File: src/rtl/boracore_pkg.sv
// boracore_pkg: shared definitions for the parametrised boracore CPU.
//   - opcode encodings
//   - FSM state encoding
//   - instruction field slicers; instruction word is {op[3:0], rd, rs, imm}
//     where rd/rs are RSEL_W bits and imm is DATA_W bits.
// The slicers take the widths as arguments so one set of functions serves
// every parameterisation; callers zero-extend the word to field_t and
// truncate the result back to the field width.
package boracore_pkg;

    localparam logic [3:0] OP_NOP  = 4'h0;
    localparam logic [3:0] OP_LDI  = 4'h1;
    localparam logic [3:0] OP_MOV  = 4'h2;
    localparam logic [3:0] OP_ADD  = 4'h3;
    localparam logic [3:0] OP_SUB  = 4'h4;
    localparam logic [3:0] OP_AND  = 4'h5;
    localparam logic [3:0] OP_OR   = 4'h6;
    localparam logic [3:0] OP_XOR  = 4'h7;
    localparam logic [3:0] OP_JMP  = 4'h8;
    localparam logic [3:0] OP_JZ   = 4'h9;
    localparam logic [3:0] OP_JNZ  = 4'hA;
    localparam logic [3:0] OP_ADDI = 4'hB;
    localparam logic [3:0] OP_HLT  = 4'hF;

    typedef enum logic [1:0] {
        ST_FETCH = 2'd0,
        ST_EXEC  = 2'd1,
        ST_HALT  = 2'd2
    } state_e;

    // Widest instruction word the slicers accept.
    localparam int FIELD_MAX_W = 64;
    typedef logic [FIELD_MAX_W-1:0] field_t;

    function automatic field_t low_mask(input int w);
        return (field_t'(1) << w) - field_t'(1);
    endfunction

    function automatic logic [3:0] instr_op(input field_t w, input int rsel_w, input int data_w);
        field_t t;
        t = w >> (2 * rsel_w + data_w);
        return t[3:0];
    endfunction

    function automatic field_t instr_rd(input field_t w, input int rsel_w, input int data_w);
        return (w >> (rsel_w + data_w)) & low_mask(rsel_w);
    endfunction

    function automatic field_t instr_rs(input field_t w, input int rsel_w, input int data_w);
        return (w >> data_w) & low_mask(rsel_w);
    endfunction

    function automatic field_t instr_imm(input field_t w, input int data_w);
        return w & low_mask(data_w);
    endfunction

endpackage

File: src/rtl/boracore_alu.sv
// boracore_alu: combinational ALU for the boracore CPU.
// Ports:
//   op     - opcode; ADD/ADDI, SUB, AND, OR, XOR are computed, anything else
//            passes b through with c=0
//   a, b   - operands (a = rd, b = rs or imm)
//   result - a op b, mod 2**DATA_W
//   z      - result == 0
//   c      - carry-out for ADD/ADDI, borrow (a<b) for SUB, 0 otherwise
module boracore_alu
    import boracore_pkg::*;
#(
    parameter int DATA_W = 8
) (
    input  logic [3:0]        op,
    input  logic [DATA_W-1:0] a,
    input  logic [DATA_W-1:0] b,
    output logic [DATA_W-1:0] result,
    output logic              z,
    output logic              c
);

    logic [DATA_W:0] sum;

    always_comb begin
        sum    = {1'b0, a} + {1'b0, b};
        result = b;
        c      = 1'b0;
        case (op)
            OP_ADD, OP_ADDI: begin
                result = sum[DATA_W-1:0];
                c      = sum[DATA_W];
            end
            OP_SUB: begin
                result = a - b;
                c      = (a < b);
            end
            OP_AND: result = a & b;
            OP_OR:  result = a | b;
            OP_XOR: result = a ^ b;
            default: ;
        endcase
        z = (result == '0);
    end

endmodule

File: src/rtl/boracore_cpu_p.sv
// boracore_cpu_p: parametrised multi-cycle CPU (FETCH -> EXEC, or HALT).
// Ports:
//   clk, rst    - rising-edge clock, synchronous active-high reset
//   imem_addr   - fetch address (always equals ip)
//   imem_data   - instruction word {op, rd, rs, imm}, sampled in FETCH only
//   imem_valid  - imem_data valid; FETCH stalls while low
//   dbg_sel     - register index for debug read
//   dbg_reg     - combinational read of reg[dbg_sel]
//   ip          - instruction pointer
//   flag_z/c    - zero and carry/borrow flags
//   halted      - high once HLT has executed, until reset
module boracore_cpu_p
    import boracore_pkg::*;
#(
    parameter int DATA_W  = 8,
    parameter int ADDR_W  = 8,
    parameter int NREG    = 4,
    parameter int RSEL_W  = $clog2(NREG),
    parameter int INSTR_W = 4 + 2 * RSEL_W + DATA_W
) (
    input  logic               clk,
    input  logic               rst,
    output logic [ADDR_W-1:0]  imem_addr,
    input  logic [INSTR_W-1:0] imem_data,
    input  logic               imem_valid,
    input  logic [RSEL_W-1:0]  dbg_sel,
    output logic [DATA_W-1:0]  dbg_reg,
    output logic [ADDR_W-1:0]  ip,
    output logic               flag_z,
    output logic               flag_c,
    output logic               halted
);

    state_e              state_q, state_d;
    logic [ADDR_W-1:0]   ip_q, ip_d;
    logic [INSTR_W-1:0]  ir_q, ir_d;
    logic                z_q, z_d, c_q, c_d;
    logic [DATA_W-1:0]   regs_q [NREG];
    logic [DATA_W-1:0]   regs_d [NREG];

    // Decode of the held instruction register
    field_t              ir_w;
    logic [3:0]          op;
    logic [RSEL_W-1:0]   rd, rs;
    logic [DATA_W-1:0]   imm;

    assign ir_w = field_t'(ir_q);
    assign op   = instr_op(ir_w, RSEL_W, DATA_W);
    assign rd   = RSEL_W'(instr_rd(ir_w, RSEL_W, DATA_W));
    assign rs   = RSEL_W'(instr_rs(ir_w, RSEL_W, DATA_W));
    assign imm  = DATA_W'(instr_imm(ir_w, DATA_W));

    logic [DATA_W-1:0]   alu_b, alu_res;
    logic                alu_z, alu_c;
    logic [ADDR_W-1:0]   ip_inc, jtgt;

    assign alu_b  = (op == OP_ADDI) ? imm : regs_q[rs];
    assign ip_inc = ip_q + ADDR_W'(1);   // wraps naturally at 2**ADDR_W
    assign jtgt   = ADDR_W'(imm);        // truncate or zero-extend

    boracore_alu #(.DATA_W(DATA_W)) u_alu (
        .op     (op),
        .a      (regs_q[rd]),
        .b      (alu_b),
        .result (alu_res),
        .z      (alu_z),
        .c      (alu_c)
    );

    always_comb begin
        state_d = state_q;
        ip_d    = ip_q;
        ir_d    = ir_q;
        z_d     = z_q;
        c_d     = c_q;
        regs_d  = regs_q;
        case (state_q)
            ST_FETCH: begin
                if (imem_valid) begin
                    ir_d    = imem_data;
                    state_d = ST_EXEC;
                end
            end
            ST_EXEC: begin
                state_d = ST_FETCH;
                ip_d    = ip_inc;
                case (op)
                    OP_LDI: regs_d[rd] = imm;
                    OP_MOV: regs_d[rd] = regs_q[rs];
                    OP_ADD, OP_SUB, OP_AND, OP_OR, OP_XOR, OP_ADDI: begin
                        regs_d[rd] = alu_res;
                        z_d        = alu_z;
                        c_d        = alu_c;
                    end
                    OP_JMP: ip_d = jtgt;
                    OP_JZ:  if (z_q)  ip_d = jtgt;
                    OP_JNZ: if (!z_q) ip_d = jtgt;
                    OP_HLT: begin
                        state_d = ST_HALT;
                        ip_d    = ip_q;   // HLT keeps ip at its own address
                    end
                    default: ;            // NOP and unused opcodes
                endcase
            end
            ST_HALT: ;
            default: state_d = ST_FETCH;
        endcase
    end

    always_ff @(posedge clk) begin
        if (rst) begin
            state_q <= ST_FETCH;
            ip_q    <= '0;
            ir_q    <= '0;
            z_q     <= 1'b0;
            c_q     <= 1'b0;
            for (int i = 0; i < NREG; i++) regs_q[i] <= '0;
        end else begin
            state_q <= state_d;
            ip_q    <= ip_d;
            ir_q    <= ir_d;
            z_q     <= z_d;
            c_q     <= c_d;
            regs_q  <= regs_d;
        end
    end

    assign imem_addr = ip_q;
    assign ip        = ip_q;
    assign flag_z    = z_q;
    assign flag_c    = c_q;
    assign halted    = (state_q == ST_HALT);
    assign dbg_reg   = regs_q[dbg_sel];

endmodule

File: config.mk
export PLATFORM = sky130hd
export DESIGN_NAME = boracore_cpu_p
export DESIGN_NICKNAME = d
export VERILOG_FILES = /design/src/rtl/boracore_pkg.sv /design/src/rtl/boracore_alu.sv /design/src/rtl/boracore_cpu_p.sv
export SDC_FILE = /design/constraint.sdc
export NUM_CORES = 1
export LEC_CHECK = 0
export ABC_AREA = 0
export BUFFER_PORTS_ARGS = -buffer_cell sky130_fd_sc_hd__buf_2
export CAP_MARGIN = 10
export CORE_MARGIN = 2
export CORE_UTILIZATION = 40
export CTS_CLUSTER_DIAMETER = 120
export CTS_CLUSTER_SIZE = 24
export DETAILED_ROUTE_END_ITERATION = 6
export PLACE_DENSITY = 0.66
export SYNTH_ARGS = -nofsm -noshare
export SYNTH_HDL_FRONTEND = slang
export SYNTH_SLANG_ARGS = --single-unit
File: constraint.sdc
create_clock -name clk -period 5.4 [get_ports clk]
set_clock_uncertainty 0.1 [all_clocks]
set_input_delay 0.81 -clock clk [delete_from_list [all_inputs] [get_ports clk]]
set_output_delay 0.81 -clock clk [all_outputs]
set_load 0.1 [all_outputs]
After elaboration in Yosys (flattened, before gate mapping) --
Index checks and enable logic that the tools add are counted.
Word-level totals: register bits after elaboration 60, bits in latches 0, RAM bits 0, memory bits (read-only) 0, bits of input ports 21, output and inout port bits 27, logic and storage cells 75, memories kept 0
Cells by class: $add $sub $neg 3, multiply operators 0, div/mod/pow operators 0, $lt $le $gt $ge 5, eq/ne operators 15, shift operators 0, muxes and demuxes 24, bitwise logic cells 8, reductions and logical operators 11
Operator list (count):
- 32-bit bitwise mux | 3
- 32-bit case mux with 3 select lines | 1
- 8-bit two-way mux | 10
- 8-bit binary-select mux with 2-bit select | 3
- 8-bit case mux with 5 select lines | 1
- 8-bit case mux with 4 select lines | 1
- 4-bit == test (second input constant) | 5
- 8-bit demux with 2-bit select | 1
- 4-bit by 3-bit == test with 1-bit output (second input constant) | 4
- 2-bit AND reduction | 5
- 8-bit by 8-bit adder with 9-bit output | 1
- 3-bit greater-or-equal comparator (second input constant) | 3
- 2-bit NOT with 3-bit output | 3
- 8-bit by 1-bit adder with 8-bit output (second input constant) | 1
- 8-bit AND | 1
- 4-bit by 2-bit == test with 1-bit output (second input constant) | 2
- 8-bit zero test | 1
- 8-bit less-than comparator | 1
- 8-bit bitwise OR | 1
- 8-bit subtractor | 1
- 8-bit bitwise XOR | 1
- 2-bit case mux with 3 select lines | 1
- 6-bit OR reduction | 1
- 4-bit by 1-bit == test with 1-bit output (second input constant) | 1
- 11 further kinds | 13

Depth between registers and ports, before layout --
Gate-level depths: netlist of run 1.
depth after elaboration 9, gate-level depth with buffers 15

By module --
Synthesis of run 1 repeated with hierarchy kept, for this count alone.
Unflattened totals: cell total of the unflattened synthesis 757, area total of the unflattened synthesis 5629.1 sq um
By module, submodules not included:
- boracore_cpu_p | instances 1, cells each 573, area an instance 4231.6 sq um, sequential area each 1201.2 sq um
- boracore_alu | instances 1, cells each 184, area an instance 1397.6 sq um, sequential area each 0.0 sq um

Least setup slack after synthesis of run 1 --
No wires, ideal clock.
path type register -> register, from register ir_q[10], to register z_q (netlist: flag_z), library setup time 0.069 ns, data arrival time 3.625 ns, required time 5.231 ns, setup slack 1.606 ns, stages on the path, launching flop included 13, buffers on the path 1, clock period less this slack 3.794 ns, cells stage by stage dfxtp_1 buf_1 mux4_2 ha_1 fa_1 nor2b_1 o31ai_1 xnor2_1 nand2_1 a32oi_1 nor2_1 or4_1 o21ai_1
Between the ends: cells in the longest elaborated chain, start to end 7
RTL lines:
- start, declared | line boracore_cpu_p.sv:36 | logic [INSTR_W-1:0] ir_q, ir_d;
- start signal, assigned | line boracore_cpu_p.sv:121 | ir_q <= ir_d;
- 2-bit NOT with 3-bit output (implied by the code) (*) | line boracore_cpu_p.sv:63 | .a (regs_q[rd]),
- 8-bit binary-select mux with 2-bit select (*) | line boracore_cpu_p.sv:63
- 8-bit two-way mux (implied by the code) (*) (2 in a row) | line boracore_cpu_p.sv:63
- 8-bit subtractor, or another cell as far along | line boracore_alu.sv:34 | result = a - b;
- 8-bit case mux with 5 select lines (*) | line boracore_alu.sv:28 | case (op)
- 8-bit zero test (*) | line boracore_alu.sv:42 | z = (result == '0);
- end signal, assigned | line boracore_cpu_p.sv:122 | z_q <= z_d;
- end, declared | line boracore_cpu_p.sv:37 | logic z_q, z_d, c_q, c_d;
Mark *: on every way between the ends. The rest lies on a longest branch, timed or not. The select of a mux whose other input is x is not followed. A chain may end at the register's enable or synchronous reset.

==> flow_summary.yaml, run 1 <==
synth:
  ys_ff_latch: 60
  synth_nets: 568
  synth_xor_area_frac: 0.00579
  synthSimpleGateAreaFrac: 0.189
  syn_inst: 519
  ys_seq_area_frac: 0.265
  synthMuxAreaShare: 0.171
  synthFlopType: "dfxtp_1"
  synth_fa_ha_area_frac: 0.0806
  synth_edf_count: 0
  async_flop_share: 0
  synth_compound_area_frac: 0.217
  yosysWarnings: 0
  synth_top_family_by_area: "compound AO/OA/AOI/OAI gates"
  synth.avg_cell_area_um2: 8.74
  synth_cell_types: 69
  synth_area_mm2: 0.00454
floorplanning:
  dieWidth_um: 110
  rows: 38
  die_y_um: 110
  coreArea_mm2: 0.0109
  dieArea_mm2: 0.0122
  start_util: 0.415
  io_pins: 48
global_routing:
  met1_usage: 0.264
  grtUsageMet2: 0.332
  overflow: 0
  grt_pass1_vias: 3777
  use_met3: 0.0346
  gr-usage-all-layers: 0.202
  grt_pass1_wl_mm: 20.1
  gr-max-usage-layer: "met2"
  grt_max_degree: 62
  antenna_found_initial: 0
clocking:
  cts_buffers: 9
  max-clock-path-buffers: 2
  ctsResizeCount: 0
  clock_latency_ns: 0.33
  root_buffer: "clkbuf_16"
  cts_tree: "done"
  postCtsSetupRepairBufs: 0
  h-tree-depth: 3
  ctsHoldBuffers: 0
  cts_sinks: 60
  clk_pin_slew_ns: 0.05
layout:
  layout_commonest_cell: "nor2_1"
  layout-drive-gt1-share: 0.214
  final_cells: 681
  final_cell_mix: "61 x nor2_1, 60 x dfxtp_1, 54 x nand2_1"
  syn2layout_area_growth_pct: 11.6
  fin_area_mm2: 0.00506
  fin_util: 0.463
  n_antenna_cell: 0
  layout.nets: 585
sta:
  setup-violations-final: 0
  fmax_mhz: 222
  finalCritPeriodShare: 0.836
  fin_setup_tns_ns: 0
  setup_ws_ns: 0.886
  hold_viol_final: 0
  min_period_ns: 4.51
  whs_ns: 0.413
  rsz0062_at_grt: "no"
  tightest_slew_ns: 1.16
  slew_viol_final: 0
  relSlewSlack: 0.224
min_path:
  hold_depth: 2
  min_to: "ir_q[0]$_SDFFE_PP0P_"
  hp-class: "reg -> reg"
  min_from: "ir_q[0]$_SDFFE_PP0P_"
worst_setup_path:
  reg2reg_slack_ns: 0.89
  end_kind: "register"
  critPathRequiredTime_ns: 5.46
  arrival_ns: 4.58
  startpoint_type: "register"
  crit_type: "reg -> reg"
  r2r-start: "ir_q[13]$_SDFFE_PP0P_"
  path_max_fanout: 23
  reg2reg_depth: 15
drt:
  dr_total_vias: 4027
  routed_wl_mm: 12.1
  ant_nets: 0
  drt_iter0_drc: 293
  wl_per_cell_um: 17.8
  remaining_drc_errors: 0
  viasPerCell: 5.91
  drt_first_pass_iters: 4
job:
  max_cap_violations: 0
power:
  p_total_mw: 1.31
  p_leak_nw: 1.98
  ir_drop_uv: 260
  power_density_mw_per_mm2: 259
place:
  portBuffers: 47
  routabilityCongestion: 0.962
  hpwlAfterDp_mm: 9.05
  dpl.cell_count: 665
  placed_area_mm2: 0.00474
  dpl_worst_slack_ns: 0.903
outcome:
  status: "finished clean"
worst max-delay path: stages (launching register included):
cell and delay, ns:
dfxtp_1 0.84, nand2_2 0.23, nor2_4 0.23, nand2_2 0.21, mux2i_1 0.27, inv_1 0.08
ha_1 0.26, fa_1 0.40, nor2b_1 0.16, o31ai_1 0.36, xnor2_1 0.17, nand2_1 0.07
a32oi_1 0.29, nor2_1 0.08, a221oi_1 0.44, a211oi_1 0.15
metal layers:
layer,vias up,routed length [µm]
met5,-,0
met3,16,635
met1,1961,5390
met2,132,5900
met4,0,222
li1,1918,-
area by class of cell:
class / instances / area [µm²]
fill: 1076 / 5880
multi-input combinational: 393 / 3020
sequential: 60 / 1200
clock buffer: 13 / 280
timing repair buffer: 49 / 250
tap: 140 / 175
inverter: 23 / 86.3
clock inverter: 3 / 42.5
worst max path at each step:
| stage | from | cells after the start | end | slack [ns] |
|---|---|---|---|---|
| 5_1_grt | ir_q[13]$_SDFFE_PP0P_ | 15 | register | 0.38 |
| 6_report | ir_q[13]$_SDFFE_PP0P_ | 15 | register | 0.89 |
| 4_1_cts | ir_q[13]$_SDFFE_PP0P_ | 15 | register | 0.89 |
| 2_1_floorplan | ir_q[10]$_SDFFE_PP0P_ | 12 | flag_z$_SDFFE_PP0P_ | 1.61 |
| 3_5_place_dp | ir_q[13]$_SDFFE_PP0P_ | 15 | register | 0.90 |
| 3_3_place_gp | ir_q[13]$_SDFFE_PP0P_ | 15 | register | 1.06 |
Yosys cell counts (all sizes together) (2+ instances only):
cell | n | area [µm²]
mux4 | 25 | 563
and2 | 2 | 13.8
ha | 26 | 325
nor2b | 10 | 62.6
a211oi | 29 | 228
nor3b | 6 | 45.0
a22oi | 2 | 15.0
o21bai | 2 | 15.0
nand2b | 11 | 78.8
mux2 | 2 | 22.5
o22ai | 3 | 18.8
or3 | 2 | 12.5
o21ai | 20 | 100
o31ai | 6 | 55.1
a21oi | 46 | 230
a221o | 2 | 20.0
nor3 | 8 | 56.3
nor2 | 63 | 246
buf | 23 | 163
nor4 | 2 | 18.8
mux2i | 19 | 190
a211o | 2 | 17.5
or4 | 2 | 15.0
clkbuf | 20 | 75.1
fa | 2 | 40.0
nand3 | 3 | 15.0
dfxtp | 60 | 1200
a22o | 2 | 17.5
a31oi | 5 | 31.3
inv | 23 | 86.3
nand2 | 57 | 221
xnor2 | 3 | 26.3
and3 | 5 | 31.3
a221oi | 6 | 71.3
a21boi | 3 | 26.3
a2111oi | 2 | 42.5
cells by family (layout without fill, tap and decap cells):
logic type / count (synthesis) / in the layout
AO/OA/AOI/OAI: 141 / 141
XOR/XNOR: 3 / 3
adder cells (fa/ha/maj): 28 / 28
buffers and inverters: 66 / 88
flip-flops: 60 / 60
multiplexers: 46 / 46
AND/OR/NAND/NOR: 175 / 175
power by group:
group / internal (mW) / switching [mW] / total (mW)
Clock: 0.406 / 0.204 / 0.610
Combinational: 0.0753 / 0.137 / 0.212
Sequential: 0.456 / 0.0306 / 0.486
Total: 0.937 / 0.372 / 1.31
No activity file was read; power rests on OpenSTA's default activity.
==> run 2, diff against run 1 <==
--- a/config.mk
+++ b/config.mk
@@ -13,7 +13,7 @@
 export CTS_CLUSTER_DIAMETER = 120
 export CTS_CLUSTER_SIZE = 24
 export DETAILED_ROUTE_END_ITERATION = 6
-export PLACE_DENSITY = 0.66
+export PLACE_DENSITY = 0.68
 export SYNTH_ARGS = -nofsm -noshare
 export SYNTH_HDL_FRONTEND = slang
 export SYNTH_SLANG_ARGS = --single-unit
==> constraint.sdc (replaced) <==
create_clock -name clk -period 3.9 [get_ports clk]
set_clock_uncertainty 0.1 [all_clocks]
set_input_delay 0.585 -clock clk [delete_from_list [all_inputs] [get_ports clk]]
set_output_delay 0.585 -clock clk [all_outputs]
set_load 0.1 [all_outputs]
==> run 2 against run 1 <==
  * Power grew 41%
  * Non-clock buffer count is 21 higher
  * Via count rose by 1.7%
  * Register-to-register slack got worse by 0.64 ns
  * Die area is the same
  * Clock power rose by 40%
  * Setup slack worse by 0.64 ns
  * First-iteration DRC count fell by 14%
  * Global-route usage is 0.17 points higher
  * Final cell count increased by 2.9%
  * Core utilization rose by 1.7 points
  * Critical path depth is 2 lower
  * Highest routed layer unchanged
==> flow_summary.yaml, run 2 (synthesis results as in run 1) <==
sta:
  relSlewSlack: 0.413
  fin_setup_tns_ns: 0
  hold_viol_final: 0
  tightest_slew_ns: 0.877
  min_period_ns: 3.66
  setup-violations-final: 0
  rsz0062_at_grt: "no"
  whs_ns: 0.395
  finalCritPeriodShare: 0.938
  fmax_mhz: 273
  slew_viol_final: 0
clocking:
  cts_buffers: 9
  clk_pin_slew_ns: 0.05
  clock_latency_ns: 0.33
  root_buffer: "clkbuf_16"
  max-clock-path-buffers: 2
  h-tree-depth: 3
  cts_sinks: 60
  cts_tree: "done"
drt:
  remaining_drc_errors: 0
  ant_nets: 0
  drt_first_pass_iters: 6
  wl_per_cell_um: 17.9
  viasPerCell: 5.84
  routed_wl_mm: 12.6
  drt_iter0_drc: 252
  dr_total_vias: 4094
outcome:
  status: "finished clean"
layout:
  multiInputGateArea_mm2: 0.00306
  n_antenna_cell: 0
  final_cells: 701
  layout_commonest_cell: "nor2_1"
  layout-drive-gt1-share: 0.253
  syn2layout_area_growth_pct: 15.6
  fillers: 1044
  final_cell_mix: "61 x nor2_1, 59 x dfxtp_1, 54 x nand2_1"
  layout.nets: 606
  fin_area_mm2: 0.00524
  ff_latch_area_mm2: 0.00120
worst_setup_path:
  reg2reg_slack_ns: 0.24
  critPathRequiredTime_ns: 4.04
  end_kind: "register"
  arrival_ns: 3.79
  crit_type: "reg -> reg"
  reg2reg_depth: 13
  r2r-start: "ir_q[8]$_SDFFE_PP0P_"
  path_max_fanout: 10
  startpoint_type: "register"
floorplanning:
  rows: 38
  die_y_um: 110
  dieWidth_um: 110
  coreArea_mm2: 0.0109
  io_pins: 48
  dieArea_mm2: 0.0122
  start_util: 0.415
power:
  power_density_mw_per_mm2: 352
  ir_drop_uv: 291
  p_leak_nw: 2.06
place:
  placed_area_mm2: 0.00488
  portBuffers: 47
  dpl.cell_count: 685
  routabilityCongestion: 0.939
  hpwlAfterDp_mm: 9.32
global_routing:
  gr-usage-all-layers: 0.204
  grt_max_degree: 61
  grt_pass1_wl_mm: 20.3
  grtUsageMet2: 0.342
  grt_pass1_vias: 3995
  overflow: 0
  met1_usage: 0.267
  use_met3: 0.0390
  gr-max-usage-layer: "met2"
  antenna_found_initial: 0
min_path:
  hp-class: "reg -> reg"
  hold_depth: 2
  min_from: "ir_q[8]$_SDFFE_PP0P_"
  min_to: "ir_q[8]$_SDFFE_PP0P_"
job:
  max_cap_violations: 0
run 2: cell count changes in the layout (fill, tap and decap cells not counted), moves of 2 or more:
cell | previous run | this run
clkbuf_8 | 4 | 1
buf_4 | 2 | 23
mux2i_1 | 19 | 17
mux2i_2 | 0 | 2
run 2: layout make-up:
type                            instances  area share
Clock buffer                           11      0.0463
Clock inverter                          4      0.0141
Inverter                               23      0.0165
Multi-Input combinational cell        393       0.583
Sequential cell                        60       0.229
Tap cell                              140      0.0334
Timing Repair Buffer                   70      0.0778
run 2: through the flow:
step	worst slack [ns]	utilization	power (mW)
after floorplan	0.106	-	0.909
after global placement	0.186	0.446	0.983
after detailed placement	0.108	0.446	0.989
after CTS	0.0850	0.475	1.84
after global routing	0.0262	0.480	1.91
final	0.243	0.480	1.85
run 2: critical path, stage by stage (launching register included):
cell	delay [ns]
dfxtp_2	0.37
buf_4	0.20
mux4_2	0.56
mux2_2	0.31
inv_1	0.11
ha_1	0.38
o21a_1	0.19
o31ai_2	0.10
a221o_1	0.35
a21o_1	0.22
a31oi_1	0.23
a221oi_2	0.05
buf_4	0.19
a211oi_1	0.20
run 2: timing repair:
item                                    in CTS  in global routing
gates resized for setup                      0                  8
endpoints found under the setup margin       0                 18
setup buffers                                0                  1
hold buffers                                 0                  0
run 2: power by group:
| part | leakage, nW | internal [mW] | switching [mW] | total (mW) |
|---|---|---|---|---|
| Combinational | 1.42 | 0.120 | 0.216 | 0.335 |
| Clock | 0.156 | 0.573 | 0.285 | 0.857 |
| Sequential | 0.487 | 0.631 | 0.0223 | 0.653 |
| Total | 2.06 | 1.32 | 0.523 | 1.85 |
run 2: worst max path at each step:
stage | from | endpoint | slack, ns
floorplan | ir_q[10]$_SDFFE_PP0P_ | flag_z$_SDFFE_PP0P_ | 0.11
global placement | ir_q[8]$_SDFFE_PP0P_ | register | 0.19
detailed placement | ir_q[8]$_SDFFE_PP0P_ | flag_z$_SDFFE_PP0P_ | 0.11
CTS | ir_q[8]$_SDFFE_PP0P_ | register | 0.08
global route | ir_q[8]$_SDFFE_PP0P_ | flag_z$_SDFFE_PP0P_ | 0.03
finish | ir_q[8]$_SDFFE_PP0P_ | register | 0.24
run 2: metal layers:
| layer | vias to the layer above | wire length (µm) |
|---|---|---|
| met5 | - | 0 |
| met4 | 0 | 236 |
| met3 | 17 | 571 |
| met2 | 135 | 6140 |
| met1 | 1985 | 5620 |
| li1 | 1957 | - |
